## src/rtl/serial_cla_pkg.sv

```systemverilog
// Shared types and sizing helpers for the digit-serial lookahead adder.
// Optional subtract mode is enabled with SERIAL_CLA_SUBTRACT_EN.
package serial_cla_pkg;

    typedef enum logic [1:0] {
        IDLE,
        RUN,
        DONE
    } state_t;

    function automatic int num_digits(input int width, input int digit);
        return width / digit;
    endfunction

    function automatic int cnt_width(input int n);
        return (n <= 2) ? 1 : $clog2(n);
    endfunction

endpackage

```

## src/rtl/serial_cla_adder_cla_group.sv

```systemverilog
// One DIGIT-bit carry-lookahead group built from per-bit g/p terms.
// Purely combinational; also exposes the carry into the top bit.
module cla_group #(
    parameter int DIGIT = 4
) (
    input  logic [DIGIT-1:0] x,
    input  logic [DIGIT-1:0] y,
    input  logic             cin,
    output logic [DIGIT-1:0] s,
    output logic             cout,
    output logic             c_top
);

    logic [DIGIT-1:0] g;
    logic [DIGIT-1:0] p;
    logic [DIGIT:0]   c;
    logic             ci;
    logic             pp;

    // each carry is a flat sum of products over lower g/p terms
    always_comb begin
        g  = x & y;
        p  = x | y;
        c  = '0;
        ci = 1'b0;
        pp = 1'b1;
        c[0] = cin;
        for (int i = 1; i <= DIGIT; i++) begin
            ci = 1'b0;
            pp = 1'b1;
            for (int j = i - 1; j >= 0; j--) begin
                ci = ci | (pp & g[j]);
                pp = pp & p[j];
            end
            c[i] = ci | (pp & cin);
        end
    end

    assign s     = x ^ y ^ c[DIGIT-1:0];
    assign cout  = c[DIGIT];
    assign c_top = c[DIGIT-1];

endmodule

```

## src/rtl/serial_cla_adder.sv

```systemverilog
// Digit-serial adder: DIGIT bits per cycle, registered carry between digits.
// Define SERIAL_CLA_SUBTRACT_EN to add the sub port (a - b - c_in).
module serial_cla_adder
    import serial_cla_pkg::*;
#(
    parameter int WIDTH = 16,
    parameter int DIGIT = 4
) (
    input  logic             clk,
    input  logic             rst_n,
    input  logic             in_valid,
    output logic             in_ready,
    input  logic [WIDTH-1:0] a,
    input  logic [WIDTH-1:0] b,
    input  logic             c_in,
`ifdef SERIAL_CLA_SUBTRACT_EN
    input  logic             sub,
`endif
    output logic             out_valid,
    input  logic             out_ready,
    output logic [WIDTH-1:0] sum,
    output logic             c_out,
    output logic             ovf
);

    localparam int N  = num_digits(WIDTH, DIGIT);
    localparam int CW = cnt_width(N);
    localparam logic [CW-1:0] LAST = CW'(N - 1);

    state_t state, state_d;

    logic [WIDTH-1:0]       a_sh;
    logic [WIDTH-1:0]       b_sh;
    logic [WIDTH-1:0]       sum_sh;
    logic [WIDTH+DIGIT-1:0] sum_cat;
    logic [WIDTH-1:0]       sum_nxt;
    logic                   carry;
    logic [CW-1:0]          cnt;
    logic                   sub_in;
    logic                   sub_q;
    logic                   accept;
    logic                   last;

    logic [DIGIT-1:0] g_s;
    logic             g_cout;
    logic             g_ctop;

`ifdef SERIAL_CLA_SUBTRACT_EN
    assign sub_in = sub;
`else
    assign sub_in = 1'b0;
`endif

    cla_group #(
        .DIGIT(DIGIT)
    ) u_grp (
        .x    (a_sh[DIGIT-1:0]),
        .y    (b_sh[DIGIT-1:0]),
        .cin  (carry),
        .s    (g_s),
        .cout (g_cout),
        .c_top(g_ctop)
    );

    // digit sum enters at the MSB end, so after N digits it is aligned
    assign sum_cat = {g_s, sum_sh};
    assign sum_nxt = sum_cat[WIDTH+DIGIT-1:DIGIT];
    assign accept  = (state == IDLE) && in_valid;
    assign last    = (cnt == LAST);

    always_ff @(posedge clk or negedge rst_n) begin
        if (!rst_n) begin
            state <= IDLE;
        end else begin
            state <= state_d;
        end
    end

    always_comb begin
        state_d   = state;
        in_ready  = 1'b0;
        out_valid = 1'b0;
        unique case (state)
            IDLE: begin
                in_ready = rst_n;
                if (in_valid) state_d = RUN;
            end
            RUN: begin
                if (last) state_d = DONE;
            end
            DONE: begin
                out_valid = 1'b1;
                if (out_ready) state_d = IDLE;
            end
            default: state_d = IDLE;
        endcase
    end

    // subtraction is a + ~b + ~c_in; borrow is the inverted final carry
    always_ff @(posedge clk or negedge rst_n) begin
        if (!rst_n) begin
            a_sh   <= '0;
            b_sh   <= '0;
            sum_sh <= '0;
            carry  <= 1'b0;
            cnt    <= '0;
            sub_q  <= 1'b0;
            sum    <= '0;
            c_out  <= 1'b0;
            ovf    <= 1'b0;
        end else if (accept) begin
            a_sh  <= a;
            b_sh  <= sub_in ? ~b : b;
            carry <= sub_in ? ~c_in : c_in;
            sub_q <= sub_in;
            cnt   <= '0;
        end else if (state == RUN) begin
            a_sh   <= a_sh >> DIGIT;
            b_sh   <= b_sh >> DIGIT;
            sum_sh <= sum_nxt;
            carry  <= g_cout;
            cnt    <= cnt + 1'b1;
            if (last) begin
                sum   <= sum_nxt;
                c_out <= g_cout ^ sub_q;
                ovf   <= g_ctop ^ g_cout;
            end
        end
    end

endmodule
```

## config.mk

```make
export PLATFORM = sky130hd
export DESIGN_NAME = serial_cla_adder
export DESIGN_NICKNAME = d
export VERILOG_FILES = /design/src/rtl/serial_cla_pkg.sv /design/src/rtl/serial_cla_adder_cla_group.sv /design/src/rtl/serial_cla_adder.sv
export SDC_FILE = /design/constraint.sdc
export NUM_CORES = 1
export LEC_CHECK = 0
export BUFFER_PORTS_ARGS = -buffer_cell sky130_fd_sc_hd__buf_2
export CORE_ASPECT_RATIO = 1.4
export CORE_MARGIN = 3
export CORE_UTILIZATION = 55
export CTS_CLUSTER_DIAMETER = 80
export DETAILED_ROUTE_END_ITERATION = 12
export PLACE_DENSITY = 0.79
export SYNTH_ARGS = -nofsm -noshare
export SYNTH_HDL_FRONTEND = slang
export SYNTH_SLANG_ARGS = --single-unit
export TNS_END_PERCENT = 10
```

## constraint.sdc

```tcl
create_clock -name clk -period 1.6 [get_ports clk]
set_input_delay 0.32 -clock clk [delete_from_list [all_inputs] [get_ports clk]]
set_output_delay 0.32 -clock clk [all_outputs]
set_load 0.02 [all_outputs]
```

# Word-level counts from Yosys, hierarchy flattened
# Cells that the tools add are included.
[classes]
add_sub_neg = 1
muxes = 14
bitwise_logic = 32
n_eq_ne = 6
n_reduce_logical = 6
[op_table]
columns = ["operator", "count"]
rows = [
  ["16-bit 2-to-1 mux", 4],
  ["1-bit AND", 16],
  ["2-bit 2-to-1 mux", 5],
  ["1-bit bitwise OR", 10],
  ["4-bit bitwise XOR", 2],
  ["2-bit inequality test, second input constant", 3],
  ["2-bit one-hot mux with 3 select lines", 1],
  ["3-bit AND reduction", 2],
  ["4-bit AND", 1],
  ["2-bit == test, second input constant", 2],
  ["1-bit 2-to-1 mux", 4],
  ["4-bit bitwise OR", 1],
  ["2-bit by 1-bit adder with 2-bit output, second input constant", 1],
  ["2-bit by 1-bit == test with 1-bit output, second input constant", 1],
  ["2-bit zero test", 1],
  ["2-bit AND reduction", 1],
  ["2-bit nonzero test", 1],
  ["1-bit logical AND", 1],
  ["1-bit inverter", 1],
  ["1-bit bitwise XOR", 1],
]
[word_totals]
wordCells = 68
register_bits = 71
output_inout_bits = 20

# Longest topological paths before layout
# Gate-level depths: netlist (run 1).
[depth]
ltp_word = 8
depth_mapped = 7

# Hierarchy
# A second synthesis (run 1) with hierarchy kept.
[hier_totals]
hier_cells = 262
hier_area_um2 = 3189.3
[by_module_without_submodules]
columns = ["module", "area_per_inst_um2", "cells_each", "seq_area_each_um2", "instances"]
rows = [
  ["serial_cla_adder", 2880.3, 223, 1676.6, 1],
  ["cla_group", 309.0, 39, 0.0, 1],
]

# Worst setup path before layout (run 1)
# OpenSTA, ideal clock, no wires.
[synth_path]
kind = "flip-flop to flip-flop"
startpoint = "reg a_sh[0]"
endpoint = "reg sum[15]"
path_stages_with_launch = 7
period_less_slack_ps = 1418
t_arrival_ps = 1323
setup_slack_ps = 182
setup_ps = 95
path_cell_list = "dfrtp_1 -> inv_1 -> ha_1 -> nand2b_1 -> a211oi_2 -> nor3_1 -> o31ai_1"
[synth_between]
elab_chain_cells = 5
word_cells_on_any_way = 8
cone_classes = "bitwise (8)"
[synth_lines]
columns = ["element", "line_no", "text"]
rows = [
  ["from (decl)", "serial_cla_adder.sv:32", "logic [WIDTH-1:0] a_sh;"],
  ["from (signal assigned)", "serial_cla_adder.sv:118", "a_sh <= a_sh >> DIGIT;"],
  ["4-bit AND or 4-bit bitwise OR (tied branches)", "serial_cla_adder_cla_group.sv:22, serial_cla_adder_cla_group.sv:23", ""],
  ["1-bit AND, on equally long branches", "serial_cla_adder_cla_group.sv:32, serial_cla_adder_cla_group.sv:33", ""],
  ["1-bit bitwise OR or 1-bit AND (tied branches)", "serial_cla_adder_cla_group.sv:32, serial_cla_adder_cla_group.sv:35", ""],
  ["1-bit bitwise OR *", "serial_cla_adder_cla_group.sv:35", "c[i] = ci | (pp & cin);"],
  ["4-bit bitwise XOR *", "serial_cla_adder_cla_group.sv:39", "assign s = x ^ y ^ c[DIGIT-1:0];"],
  ["to (signal assigned)", "serial_cla_adder.sv:124", "sum <= sum_nxt;"],
  ["to (decl)", "serial_cla_adder.sv:21", "output logic [WIDTH-1:0] sum,"],
]
# Mark *: on every way between the ends. The rest lies on a longest branch, timed or not.
# A chain may end at the register's enable or synchronous reset.

# Worst setup path after layout (run 1)
[layout_path]
startpoint = "reg a_sh[0]"
endpoint = "reg ovf"
[layout_between]
elab_chain_cells = 5
word_cells_on_any_way = 13
cone_classes = "bitwise (13)"
[layout_lines]
columns = ["element", "line_no", "text"]
rows = [
  ["4-bit AND or 4-bit bitwise OR (tied branches)", "serial_cla_adder_cla_group.sv:22, serial_cla_adder_cla_group.sv:23", ""],
  ["1-bit AND, on equally long branches", "serial_cla_adder_cla_group.sv:32, serial_cla_adder_cla_group.sv:33", ""],
  ["1-bit bitwise OR or 1-bit AND (tied branches)", "serial_cla_adder_cla_group.sv:32, serial_cla_adder_cla_group.sv:35", ""],
  ["1-bit bitwise OR", "serial_cla_adder_cla_group.sv:35", ""],
  ["1-bit bitwise XOR *", "serial_cla_adder.sv:126", "ovf <= g_ctop ^ g_cout;"],
  ["to (signal assigned)", "serial_cla_adder.sv:126", ""],
  ["to (decl)", "serial_cla_adder.sv:23", "output logic ovf"],
]
# Marked as above.

==> run metrics, run 1 <==
Final Hold Fails 0; Final nets 396; Worst Path Required 1.87 ns; Slew Viols, Final 0; core region area 5240 µm²; fillers 399; area of the multi-input gates 1190 µm²; Synthesis Warnings 0; Worst Hold Class in -> reg; Worst Setup End Kind register; die width just under 70 µm; CP arrival 1.86 ns; wire per inst between 10 and 15 µm; Avg Inst Size Synth 10.6 µm²; worst rel slew slack between 40% and 50%; clock skew between 0.005 and 0.006 ns; commonest non-fill, non-tap cell in the layout nand2_1; Pwr Density 2150 nW/µm²; H-tree lvl count 3; RR Startpoint a_sh[0]$_DFFE_PN0P_; drt pass-1 iters 4; gpl congestion 0.700; Hold Worst Slack ~0.15 ns; initial antenna violation count 0; Die H 93.4 µm; CTS Sinks 67; Design Area, Final 3660 µm²; Peak VDD IR 0.00101 V; critical path's slowest cell dfrtp_1; total gr overflow 0; crit share post-route 99.6%; final core occ 69.9%; Root Buffer Master clkbuf_8; CP top delay family compound AO/OA/AOI/OAI gates; Leak 1.87 nW; Worst Path Buf+Inv 2; critical path depth in cells 7; total power 7.88 mW; largest net degree at the start of global routing 68; fin crit period 1.59 ns; Antenna Cells 0; initial drt markers around 170; CP peak stage delay 0.41 ns; area post-placement between 3000 and 4000 µm²; maximum clock rate 628 MHz; Syn Inst Count 282; synth-to-layout area growth 22.1%; outcome finished, final reports clean; unrepaired setup endpoints after global routing yes; via count 2260; vias in the first global route 2172; PortBufs 56; Initial Util 57.3%; RR Endpoint ovf$_DFFE_PN0P_; CTS buffer count 9; Syn Nets 329; Die ar. 6390 µm²; CTS tree built; reg2reg setup slack 0.007 ns; Max clock buf depth 2; Ports 57; start point of the critical path a_sh[0]$_DFFE_PN0P_; startpoint type of the worst setup path register; Antenna Nets Post-Route 0; DRC 0; FP Rows 31; first-pass GRT wire length approximately 9600 µm; Least-Margin Pin Slew 0.819 ns; GRT Total Usage 20.1%; Register Area 1680 µm²; CP Max Fanout 5; Mapped Area 3000 µm²; final setup violation count 0; post-synthesis sequential area ratio 55.9%; layout cells sized above 1 32.2%; post-synth cell types 31; worst r2r path cells 7; clock-pin transition on the worst setup and hold timing paths 0.07 ns; crit path kind reg -> reg; post-route setup TNS 0 ns; Final HPWL DP 3960 µm; # hold bufs at CTS 0; Seq cells post-synth 67; min-delay src out_ready; most frequent cells in the layout nand2_1, dfrtp_1, buf_2; max-cap violations 0; vias per cell 5.38; worst-skew pair later-pin latency 0.34 ns; worst-path cell chain inv_2, ha_2, nand2b_4, a211oi_4, buf_4, o211ai_1, a21oi_1; overall routed net length 5830 µm; CP endpoint ovf$_DFFE_PN0P_
## registers in the layout, indices dropped and copies added, names as in the netlist
name    count
a_sh       16
b_sh       16
c_out       1
carry       1
cnt         2
ovf         1
state       2
sum        16
sum_sh     12
## through the flow
step / cells / worst slack (ns)
after floorplan: 282 / 0.182
after global placement: 397 / 0.0979
after detailed placement: 397 / -0.0535
after CTS: 415 / -0.0442
after global routing: 420 / -0.114
final: 420 / 0.00653
## cell usage after synthesis (all sizes together)
cell / count / area (µm²)
a211oi: 1 / 12.5
a21oi: 4 / 20.0
a221o: 8 / 80.1
a221oi: 1 / 8.76
a22oi: 16 / 120
buf: 16 / 124
clkbuf: 2 / 7.51
dfrtp: 67 / 1680
fa: 1 / 20.0
ha: 9 / 113
inv: 11 / 41.3
mux2: 13 / 146
mux2i: 2 / 20.0
nand2: 85 / 319
nand2b: 4 / 25.0
nand3b: 1 / 7.51
nor2: 4 / 22.5
nor2b: 2 / 15.0
nor3: 9 / 45.0
nor3b: 2 / 26.3
o211ai: 1 / 7.51
o21a: 1 / 7.51
o21ai: 15 / 75.1
o311a: 1 / 10.0
o31ai: 4 / 30.0
xnor2: 2 / 17.5
## cell type report
type / count / share of cell area, %
repair buffers: 74 / 12.6
well taps: 66 / 2.26
clock buffers: 10 / 3.49
multi-input cells: 186 / 32.5
clock inverters: 6 / 2.19
inverters: 11 / 1.13
flip-flops and latches: 67 / 45.8
## per-layer routing
metal	vias to the layer above	GRT usage (%)	wire length [µm]
li1	1086	-	-
met1	1084	23.6	2300
met2	80	33.0	3030
met3	10	6.25	389
met4	0	8.46	107
met5	-	0	0
## power by group
part,switching [mW],internal [mW]
logic,2.00,1.53
registers,0.420,2.45
clock network,0.620,0.866
## worst min-delay path by stage
stage	slack, ns	cells after the start	end
4_1_cts	0.15	2	state[1]$_DFFE_PN0P_
6_report	0.15	2	state[1]$_DFFE_PN0P_
3_5_place_dp	0.46	2	sum_sh[4]$_DFFE_PN0P_
3_3_place_gp	0.46	2	sum_sh[6]$_DFFE_PN0P_
5_1_grt	0.17	2	state[1]$_DFFE_PN0P_
2_1_floorplan	0.02	0	a_sh[0]$_DFFE_PN0P_
## kinds of logic (layout without fill, tap and decap cells)
kind of cell	count (synthesis)	in the layout	synth area share, %
simple gates	107	107	15.4
buf+inv	29	101	5.76
compound gates	52	52	12.4
fa+ha+maj	10	10	4.42
mux	15	15	5.55
flops	67	67	55.9
xor+xnor	2	2	0.584
## timing repair
action / CTS / global route
gates resized for setup: 2 / 10
setup buffers: 2 / 5
setup endpoints to repair: 5 / 7
pin swaps: 0 / 4
Note: power is estimated with default switching activity, not from simulation.
==> run 2, diff against run 1 <==
- CELL_PAD_IN_SITES_DETAIL_PLACEMENT: default -> 0
- CELL_PAD_IN_SITES_GLOBAL_PLACEMENT: default -> 1
- CORE_UTILIZATION: 55 -> 43
- PLACE_DENSITY: 0.79 -> default
- PLACE_DENSITY_LB_ADDON: default -> 0.1
- REMOVE_ABC_BUFFERS: default -> 1
==> run 2 against run 1 <==
  * Maximum frequency increased by 0.44%
  * Via count decreased by 3.5%
  * Clock power about the same
  * Final cell count increased by 5.7%
  * Critical path depth unchanged
  * Global-route usage decreased by 4.5 points
  * First-iteration DRC count decreased by 61%
  * Critical endpoint unchanged
  * Sequential power increased by 1%
  * Final area increased by 1.4%
==> run metrics, run 2 (same netlist as run 1, synthesis figures left out) <==
H-tree lvl count 3; # hold bufs at CTS 0; worst r2r path cells 7; Flop pwr share around 37%; placed cell count 425; final worst slack around 0.014 ns; Max clock buf depth 2; Largest regs a_sh x16, b_sh x16, sum x16; GRT Total Usage approximately 16%; Peak VDD IR 0.000750 V; drt pass-1 iters 4; vias in the first global route 2222; most frequent cells in the layout nand2_1, dfrtp_1, buf_2; Final Hold Fails 0; startpoint type of the worst setup path register; CTS Sinks 67; met3 wire length 258 µm; total power 7.99 mW; reg2reg setup slack 0.01 ns; synth-to-layout area growth 23.7%; max-cap violations 0; hold worst-path end b_sh[13]$_DFFE_PN0P_; wire per inst approximately 13 µm; clock skew between 0.009 and 0.01 ns; CP Max Fanout 5; clock-pin transition on the worst setup and hold timing paths approximately 0.08 ns; fillers 646; Pint 4.95 mW; Worst Setup End Kind register; first-pass GRT wire length 10100 µm; DR WL met2 roughly 2900 µm; RR Startpoint a_sh[0]$_DFFE_PN0P_; Clk pwr share 18.9%; total gr overflow 0; Comb pwr share 44.6%; Die ar. 8020 µm²; overall routed net length 5740 µm; Slew Viols, Final 0; crit share post-route slightly below 100%; Ports 57; non-filler cells, final 444; FP Rows 35; unrepaired setup endpoints after global routing yes; Antenna Nets Post-Route 0; Pwr Density 2150 nW/µm²; min-delay src b[13]; Final HPWL DP 3900 µm; fin crit period 1.59 ns; Least-Margin Pin Slew 0.834 ns; initial antenna violation count 0; Worst Path Required 1.81 ns; worst-skew pair later-pin latency about 0.34 ns; worst rel slew slack 44.4%; CTS tree built; Post-Route M1 WL approximately 2500 µm; PortBufs 56; Register Area roughly 1700 µm²; CTS buffer count 9; crit path kind reg -> reg; DR top layer met4; DP Worst Slack roughly 0.028 ns; Final nets 394; DRC 0; largest net degree at the start of global routing 68; gpl congestion 0.716; initial drt markers 67; Sw Ratio around 38%; Worst Hold Class in -> reg; Hold Worst Slack 0.175 ns; die width between 70 and 80 µm; Die H 105 µm; area of the multi-input gates 1190 µm²; via count 2180; layout cells sized above 1 between 30 and 40%; maximum clock rate 630 MHz; final setup violation count 0; Leak 1.86 nW; NetSw 3.03 mW; hold-critical path depth 3; core region area ~6700 µm²; outcome finished, final reports clean; Root Buffer Master clkbuf_8; final core occ between 50% and 60%; Antenna Cells 0; CP arrival 1.80 ns; Initial Util 45.0%; commonest non-fill, non-tap cell in the layout nand2_1; vias per cell about 4.9; RR Endpoint ovf$_DFFE_PN0P_
==> run 2: cell types whose count changed in the layout (fill, tap and decap cells not counted), sizes merged <==
cell      before  now
buf           74   72
clkinv         4    3
clkinvlp       0    1
==> run 2: power by group through the flow <==
stage               Clock, mW  Combinational, mW  Sequential (mW)
finish                   1.51               3.57             2.91
global route             1.64               4.01             3.02
CTS                      1.57               3.52             2.91
detailed placement          0               3.47             2.95
global placement            0               3.41             2.91
floorplan                   0               1.94             3.09
==> run 2: metal layers <==
layer,track usage [%],vias to the layer above
met5,0,-
met4,7.77,0
met3,3.10,10
met2,26.4,50
met1,18.8,1038
li1,-,1082
==> run 2: what timing repair did <==
action,in CTS,in global routing
endpoints found under the setup margin,1,11
pin swaps,0,2
buffers inserted,0,3
gates resized for setup,1,10
==> run 2: layout make-up <==
class,count,area share (%)
flip-flops and latches,67,45.3
well taps,92,3.10
clock buffers,10,3.44
clock inverters,6,2.43
inverters,11,1.11
repair buffers,72,12.5
multi-input cells,186,32.2
==> run 2: worst max-delay path by stage <==
stage	from	end	slack, ns
after detailed placement	a_sh[0]$_DFFE_PN0P_	carry$_DFFE_PN0P_	0.03
after global routing	a_sh[0]$_DFFE_PN0P_	ovf$_DFFE_PN0P_	-0.07
final	a_sh[0]$_DFFE_PN0P_	ovf$_DFFE_PN0P_	0.01
after CTS	state[1]$_DFFE_PN0P_	in_ready	0.02
after global placement	a_sh[0]$_DFFE_PN0P_	sum[15]$_DFFE_PN0P_	0.09
after floorplan	state[0]$_DFFE_PN0P_	sum[0]$_DFFE_PN0P_	-1.16
==> run 2: through the flow <==
step	area, µm²	TNS [ns]
2_1_floorplan	2870	-34.51
3_3_place_gp	3430	0
3_5_place_dp	3430	0
4_1_cts	3650	0
5_1_grt	3710	-0.105
6_report	3710	0
==> run 2: worst max-delay path, cell delays in order (launching register included) <==
cell and delay, ns:
dfrtp_1 0.41, inv_2 0.07, ha_4 0.15, nand2b_4 0.14, a211oi_4 0.33, buf_4 0.17
o311a_1 0.13, a21oi_1 0.06
==> run 3, diff against run 2 <==
==> constraint.sdc (replaced) <==
create_clock -name clk -period 1.6 [get_ports clk]
set_input_delay 0.08 -clock clk [delete_from_list [all_inputs] [get_ports clk]]
set_output_delay 0.08 -clock clk [all_outputs]
set_load 0.02 [all_outputs]
==> run 3 against run 2 <==
  * Critical path depth did not move
  * Via count rose by 6.8%
  * Global-route usage rose by 0.94 points
  * Register-to-register slack barely moved
  * Final cell count rose by 7.7%
  * Sequential share of layout area fell by 3.8 points
  * Wire length rose by 6.3%
  * Maximum frequency barely moved
  * Critical path type unchanged
==> run metrics, run 3 (same netlist as run 1, synthesis figures left out) <==
outcome finished, final reports clean; fin crit period 1.59 ns; core region area approximately 6700 µm²; Antenna Cells 0; Comb pwr share between 40% and 50%; Worst Hold Class in -> reg; CP peak stage delay 0.41 ns; unrepaired setup endpoints after global routing yes; NetSw ~3.1 mW; final setup violation count 0; vias per cell 4.87; largest net degree at the start of global routing just under 70; CTS tree built; Root Buffer Master clkbuf_8; synth-to-layout area growth 35.1%; worst rel slew slack 44.5%; CTS Sinks 67; via count 2329; Slew Viols, Final 0; Max clock buf depth 2; gpl congestion 0.716; Pwr Density 1990 nW/µm²; die width 76.6 µm; total gr overflow 0; initial drt markers 65; max-cap violations 0; DR top layer met4; Worst Path Required between 1.5 and 2 ns; critical path's slowest cell dfrtp_1; Clk pwr share a little under a fifth; Largest regs a_sh x16, b_sh x16, sum x16; DP Worst Slack 0.0280 ns; first-pass GRT wire length 10700 µm; Least-Margin Pin Slew 0.832 ns; Final HPWL DP a little under 4000 µm; most frequent cells in the layout nand2_1, dfrtp_1, buf_2; Final nets 428; worst-path cell chain inv_2, ha_4, nand2b_4, a211oi_4, buf_4, o311a_1, a21oi_1; startpoint type of the worst setup path register; Register Area 1680 µm²; fillers 606; GRT Total Usage 16.5%; crit path kind reg -> reg; Pint 5.00 mW; drt pass-1 iters 4; CTS buffer count 9; Antenna Nets Post-Route 0; Ports between 50 and 60; DRC 0; Worst Path Buf+Inv 2; CP top delay family compound AO/OA/AOI/OAI gates; PortBufs 56; Die H around 100 µm; worst-skew pair later-pin latency 0.34 ns; Flop pwr share 36.1%; DR WL met2 3110 µm; clock-pin transition on the worst setup and hold timing paths ~0.070 ns; CP Max Fanout 5; Post-Route M1 WL 2650 µm; overall routed net length 6110 µm; Hold Worst Slack between 0.03 and 0.04 ns; final worst slack 0.0126 ns; area of the multi-input gates between 1000 and 1500 µm²; Leak 2.01 nW; CP arrival 1.80 ns; layout cells sized above 1 29.0%; H-tree lvl count 3; wire per inst 12.8 µm; Worst Setup End Kind register; initial antenna violation count 0; crit share post-route 99.2%; maximum clock rate 630 MHz; Peak VDD IR between 0.0007 and 0.0008 V; vias in the first global route about 2.4k; FP Rows 35; Final Hold Fails 0; Initial Util between 40% and 50%; clock skew roughly 0.009 ns; Die ar. 8020 µm²; commonest non-fill, non-tap cell in the layout nand2_1; Sw Ratio roughly 38%; met3 wire length about 210 µm
run 3: cell types whose count changed in the layout (fill, tap and decap cells not counted):
cell           delta
dfrtp_2           -1
dfrtp_1           +1
dlygate4sd3_1    +34
run 3: through the flow:
stage | setup TNS (ns) | power (mW) | util (%) | instance area, µm² | std cells
final | 0 | 8.06 | 60.8 | 4050 | 478
after global routing | -0.0977 | 8.74 | 60.8 | 4050 | 478
after CTS | 0 | 8.06 | 60.0 | 3990 | 475
after detailed placement | 0 | 6.42 | 51.5 | 3430 | 425
after global placement | 0 | 6.32 | 51.5 | 3430 | 425
after floorplan | -34.51 | 5.04 | - | 2870 | 264
run 3: worst paths after layout:
check,startpoint,end,depth (start not counted),slack [ns]
worst max-delay path,a_sh[0]$_DFFE_PN0P_,ovf$_DFFE_PN0P_,7,0.01
worst max register to register,a_sh[0]$_DFFE_PN0P_,ovf$_DFFE_PN0P_,7,0.01
min in group asynchronous,rst_n,cnt[0]$_DFFE_PN0P_,3,0.48
max in group asynchronous,rst_n,state[0]$_DFFE_PN0P_,3,0.56
worst min register to register,sum_sh[7]$_DFFE_PN0P_,sum_sh[7]$_DFFE_PN0P_,2,0.47
worst min-delay path,in_valid,state[0]$_DFFE_PN0P_,3,0.03
run 3: per-layer routing:
layer  up-vias  global-route usage (%)
li1       1149                       -
met1      1118                    19.8
met2        52                    28.7
met3        10                    2.84
met4         0                    7.77
met5         -                       0
run 3: what timing repair did:
action	in CTS	in global routing
endpoints found under the setup margin	1	9
pin swaps	0	2
hold buffers	34	0
resized for setup	1	9
buffers inserted	0	3
endpoints found under the hold margin	100	0
run 3: final cells by class:
cell class	instances	area share, %
clock inverter	6	2.22
timing repair buffer	106	19.8
tap	92	2.84
inverter	11	1.02
clock buffer	10	3.15
sequential	67	41.4
multi-input combinational	186	29.5
run 3: worst reg2reg max path: stages, from the launching register on:
cell and delay (ns):
dfrtp_1 0.41, inv_2 0.07, ha_4 0.15, nand2b_4 0.14, a211oi_4 0.33, buf_4 0.17
o311a_1 0.13, a21oi_1 0.06
run 3: power by group through the flow:
stage               combinational [mW]  clock [mW]  sequential (mW)
detailed placement                3.47           0             2.95
floorplan                         1.94           0             3.09
CTS                               3.58        1.57             2.91
global placement                  3.41           0             2.91
global route                      4.08        1.64             3.02
finish                            3.64        1.51             2.91
